<file path="src/rtl/cntr8_ctrl.sv">
// cntr8_ctrl: command sequencer and shadow-model checker
// for the 8-bit up/down counter cntr8.
module cntr8_ctrl (
  input  logic       clk,
  input  logic       reset,
  input  logic       cmd_valid,
  output logic       cmd_ready,
  input  logic [1:0] cmd_op,
  input  logic [7:0] cmd_data,
  output logic       load,
  output logic       inc,
  output logic [7:0] d_in,
  input  logic [7:0] cnt_in,
  output logic       busy,
  output logic       done,
  output logic [7:0] expected,
  output logic       mismatch,
  output logic [7:0] err_count
);

  typedef enum logic [2:0] {
    S_RST,
    S_HOLD,
    S_LOAD,
    S_UP,
    S_DOWN
  } state_t;

  localparam logic [1:0] OP_LOAD = 2'b01;
  localparam logic [1:0] OP_UP   = 2'b10;
  localparam logic [1:0] OP_DOWN = 2'b11;

  state_t     state;
  logic [7:0] steps;

  logic       accept;
  logic       op_load;
  logic       op_up;
  logic       op_down;
  logic       n_zero;
  logic       last_step;
  logic [7:0] exp_inc;
  logic [7:0] exp_dec;

  // Decode the handshake and precompute the shadow neighbours.
  always_comb begin
    accept    = cmd_valid && cmd_ready;
    op_load   = cmd_op == OP_LOAD;
    op_up     = cmd_op == OP_UP;
    op_down   = cmd_op == OP_DOWN;
    n_zero    = cmd_data == 8'h00;
    last_step = steps == 8'd1;
    exp_inc   = expected + 8'd1;
    exp_dec   = expected - 8'd1;
  end

  // Sequencer: drives the counter pins and the shadow count.
  always_ff @(posedge clk or posedge reset) begin
    if (reset) begin
      state     <= S_RST;
      steps     <= 8'h00;
      expected  <= 8'h00;
      load      <= 1'b0;
      inc       <= 1'b0;
      d_in      <= 8'h00;
      cmd_ready <= 1'b0;
      busy      <= 1'b0;
      done      <= 1'b0;
    end else begin
      done <= 1'b0;
      unique case (state)
        S_RST: begin
          state     <= S_HOLD;
          load      <= 1'b1;
          inc       <= 1'b0;
          d_in      <= expected;
          cmd_ready <= 1'b1;
          busy      <= 1'b0;
        end
        S_HOLD: begin
          if (accept) begin
            unique case (1'b1)
              op_load: begin
                state     <= S_LOAD;
                d_in      <= cmd_data;
                cmd_ready <= 1'b0;
                busy      <= 1'b1;
              end
              op_up: begin
                if (n_zero) begin
                  done <= 1'b1;
                end else begin
                  state     <= S_UP;
                  load      <= 1'b0;
                  inc       <= 1'b1;
                  steps     <= cmd_data;
                  cmd_ready <= 1'b0;
                  busy      <= 1'b1;
                end
              end
              op_down: begin
                if (n_zero) begin
                  done <= 1'b1;
                end else begin
                  state     <= S_DOWN;
                  load      <= 1'b0;
                  inc       <= 1'b0;
                  steps     <= cmd_data;
                  cmd_ready <= 1'b0;
                  busy      <= 1'b1;
                end
              end
              // NOP: nothing to drive, just acknowledge.
              default: begin
                done <= 1'b1;
              end
            endcase
          end
        end
        S_LOAD: begin
          state     <= S_HOLD;
          expected  <= d_in;
          cmd_ready <= 1'b1;
          busy      <= 1'b0;
          done      <= 1'b1;
        end
        S_UP: begin
          expected <= exp_inc;
          steps    <= steps - 8'd1;
          if (last_step) begin
            state     <= S_HOLD;
            load      <= 1'b1;
            inc       <= 1'b0;
            d_in      <= exp_inc;
            cmd_ready <= 1'b1;
            busy      <= 1'b0;
            done      <= 1'b1;
          end
        end
        S_DOWN: begin
          expected <= exp_dec;
          steps    <= steps - 8'd1;
          if (last_step) begin
            state     <= S_HOLD;
            load      <= 1'b1;
            inc       <= 1'b0;
            d_in      <= exp_dec;
            cmd_ready <= 1'b1;
            busy      <= 1'b0;
            done      <= 1'b1;
          end
        end
        default: begin
          state <= S_RST;
        end
      endcase
    end
  end

  // Checker: compare counter against shadow outside S_RST;
  // the flag is sticky and the error count saturates.
  always_ff @(posedge clk or posedge reset) begin
    if (reset) begin
      mismatch  <= 1'b0;
      err_count <= 8'h00;
    end else if (state != S_RST && cnt_in != expected) begin
      mismatch <= 1'b1;
      if (err_count != 8'hFF) begin
        err_count <= err_count + 8'd1;
      end
    end
  end

endmodule

</file>
<file path="config.mk">
export PLATFORM = sky130hd
export DESIGN_NAME = cntr8_ctrl
export DESIGN_NICKNAME = d
export VERILOG_FILES = /design/src/rtl/cntr8_ctrl.sv
export SDC_FILE = /design/constraint.sdc
export NUM_CORES = 1
export LEC_CHECK = 0
export ABC_AREA = 1
export BUFFER_PORTS_ARGS = -buffer_cell sky130_fd_sc_hd__buf_4
export CAP_MARGIN = 10
export CELL_PAD_IN_SITES_DETAIL_PLACEMENT = 1
export CELL_PAD_IN_SITES_GLOBAL_PLACEMENT = 2
export CORE_MARGIN = 5
export CORE_UTILIZATION = 33
export CTS_CLUSTER_DIAMETER = 50
export DETAILED_ROUTE_END_ITERATION = 10
export PLACE_DENSITY_LB_ADDON = 0.1
export SLEW_MARGIN = 20
export SYNTH_ARGS = -nofsm -noshare
export SYNTH_HDL_FRONTEND = slang
export SYNTH_SLANG_ARGS = --single-unit
</file>
<file path="constraint.sdc">
create_clock -name clk -period 2.66 [get_ports clk]
set_input_delay 0 -clock clk [delete_from_list [all_inputs] [get_ports clk]]
set_output_delay 0 -clock clk [all_outputs]
set_load 0.02 [all_outputs]
</file>
==> summary.txt <==
FP Rows = 34
Final core utilization = 40.1%
Final hold vios = 0
Peak supply drop = 480 uV
Most frequent cell on the critical path = nand2_1
Slew Viols, Final = 0
Pre-CTS WS = 0.677 ns
Hold crit path type = in2reg
Layout Area Growth over Synthesis = 20.7%
Sequential share of the synthesized area = 35.9%
Slowest cell on crit path = dfrtp_1
Drt via density = 4.95
Yosys cell types = 29
CP Capture Type = flop
Grt total ovfl = 0
Core area = 0.00859 sq mm
Via count = 2877
RSZ-0062 raised after global routing = no
Data required, critical path = 2.85 ns
Final hold slack = 0.0103 ns
Worst-path clk slew = 0.09 ns
Placer Congestion = 0.800
Terminus of the critical flop-to-flop path = steps[7]$_DFFE_PP0P_
Layout cells sized above 1 = 17.1%
First-pass GRT wire length = 14700 um
Initial Util = 33.3%
Setup WS post-layout = 0.678 ns
Post-Syn Area = 0.00286 sq mm
Worst skew pair latency = 0.30 ns
Yosys top cell by area = dfrtp_1
Clock buffer count from CTS = 5
Worst-Margin Slew = 0.901 ns
Static leakage = 1.77 nW
Largest net degree at the start of global routing = 24
Worst flop-to-flop path startpoint = state[0]$_DFFE_PP0P_
Register Area = 0.00103 sq mm
CTS Sinks = 41
Final Skew = 0.0110 ns
Min Tclk post-route = 1.98 ns
Mean Syn Cell Area = 6.77 sq um
Drt total wl = 8700 um
YS warnings = 0
CP Data Arrival Time = 2.17 ns
Die ar. = 0.0106 sq mm
TritonCTS clock tree = built
Top-area cell type share of the netlist area = 35.9%
Worst Setup SP = state[0]$_DFFE_PP0P_
Post-DP HPWL = 6890 um
Slew HR = 39.5%
All-layer global routing usage = 17.5%
Post_cts resized = 0
Htree depth = 2
Pwr Total = 0.00464 W
Clk root buf = clkbuf_8
Number of synthesized flops with an enable pin = 0
Post-CTS Setup Bufs = 0
Largest stage delay on the critical path = 0.45 ns
R2R cell count = 10
NumNets Final = 502
Worst path cell trace = nor2_1 > nand2_1 > nand2_2 > nor2_4 > inv_2 > nand3_2 > inv_2 > nand2_1 > nand2_1 > o21ai_1
Cells after synthesis = 422
R2R setup slack = 0.68 ns
Antenna violations before repair = 0
DRT Pass-1 Iters = 4
Power Dens Cells = 1350 mW/mm^2
Crit path max fanout = 20
Status = finished clean
Multi-input gate area = 0.00158 sq mm
1st-iter DRT viols = 86
Fillers = 1123
Top post-synthesis cells by area = dfrtp_1 36%, nand2_1 19%, nor2_1 5.8%
Final setup viols = 0
Max Cap Viol = 0
CP Launch Type = flop
Post-Syn Nets = 452
Top FF cell, synth = dfrtp_1
F_max = 0.504 GHz
Sum of negative setup slack = 0 ns
Port Buffers = 50
Final Cycle Share = 74.5%
Wire per inst = 15.0 um
Post-CTS Hold Buffers = 1
Clock Tree Buf Depth = 2
FFs w/ async S/R, synth = 100%
CP Class = reg2reg
Ant. Diodes = 0
Post-route DRC = 0
Critical Path End = steps[7]$_DFFE_PP0P_
DRT antenna net count = 0
Vias in the first global route = 2910
Ports = 51
Seq cells post-synth = 41
Chip width = 103 um
Die extent in y = 103 um
-- synth_stat cells (2+ instances only) --
cell type  number
nor2_1         44
nand3b_1        2
nand3_2         3
nand3_1        29
o21ai_0         7
o21ai_1        32
nand2_1       143
buf_6           2
xor2_1          9
a21oi_1         6
nand4_1        13
nor2_4          2
dfrtp_1        41
inv_2          13
o22ai_1         2
a31oi_1         4
inv_1          40
buf_2           7
xnor2_1         5
ha_1            9
-- worst min-delay path by stage --
stage                     cells past startpoint  slack (ns)                    end        start
after global placement                        2        0.13  cmd_ready$_DFFE_PP0P_        reset
after CTS                                     3       0.008   steps[6]$_DFFE_PP0P_  cmd_data[6]
after global routing                          3       0.006   steps[6]$_DFFE_PP0P_  cmd_data[6]
final                                         3        0.01   steps[6]$_DFFE_PP0P_  cmd_data[6]
after detailed placement                      2        0.13  cmd_ready$_DFFE_PP0P_        reset
after floorplan                               2        0.19   steps[5]$_DFFE_PP0P_  cmd_data[5]
-- state kept, by name (all words and copies together) (netlist names), 3 cells and up --
| name | count |
|---|---|
| expected | 8 |
| steps | 8 |
| err_count | 8 |
| d_in | 8 |
| state | 3 |
-- through the flow --
step	std cells	area, sq um
3_5_place_dp	572	3320
6_report	581	3450
5_1_grt	581	3450
4_1_cts	581	3450
2_1_floorplan	422	2860
3_3_place_gp	572	3320
-- placed cells by master, fill, tap and decap left out, types with 2 or more instances in the layout --
master	netlist	final
a21oi_1	6	6
a31oi_1	4	4
buf_4	0	51
clkbuf_8	0	6
dfrtp_1	41	41
ha_1	9	9
inv_1	40	39
inv_2	13	13
nand2_1	143	143
nand3_1	29	29
nand3_2	3	3
nand3b_1	2	2
nand4_1	13	13
nor2_1	44	44
nor2_4	2	2
o21ai_0	7	7
o21ai_1	32	32
o22ai_1	2	2
xnor2_1	5	5
xor2_1	9	9
-- worst max-delay path, delay by kind of cell (launching register included) --
family / cells / cell delay (ns)
AND/OR/NAND/NOR: 7 / 1.07
flip-flops: 1 / 0.45
buffers and inverters: 2 / 0.30
AO/OA/AOI/OAI: 1 / 0.06
-- final cells by class --
class	count	area share, %
well taps	108	3.92
inverters	53	5.77
flip-flops and latches	41	29.8
clock inverters	2	1.09
multi-input cells	319	45.7
clock buffers	6	2.39
repair buffers	52	11.4
-- kinds of logic after synthesis --
kind of cell,count (synthesis),share of synthesized area (%)
buffers and inverters,62,8.98
adders and majority gates,9,3.94
xor gates and xnor gates,14,4.29
DFF,41,35.9
and+or+nand+nor,242,36.9
AOI/OAI and AO/OA,54,10.0
-- metal layers --
metal | wire length [um] | up-vias | share of wire (%) | global-route usage (%)
li1 | - | 1449 | - | -
met1 | 4150 | 1385 | 48 | 23.7
met2 | 4180 | 35 | 48 | 29.7
met3 | 265 | 8 | 3.0 | 2.44
met4 | 102 | 0 | 1.2 | 3.98
met5 | 0 | - | 0 | 0
-- where the power goes --
part	total [W]	switching, W	internal, W
clock network	0.000554	0.000248	0.000306
registers	0.00129	0.000374	0.000918
logic	0.00280	0.00181	0.000988
No activity file was read; power rests on OpenSTA's default activity.
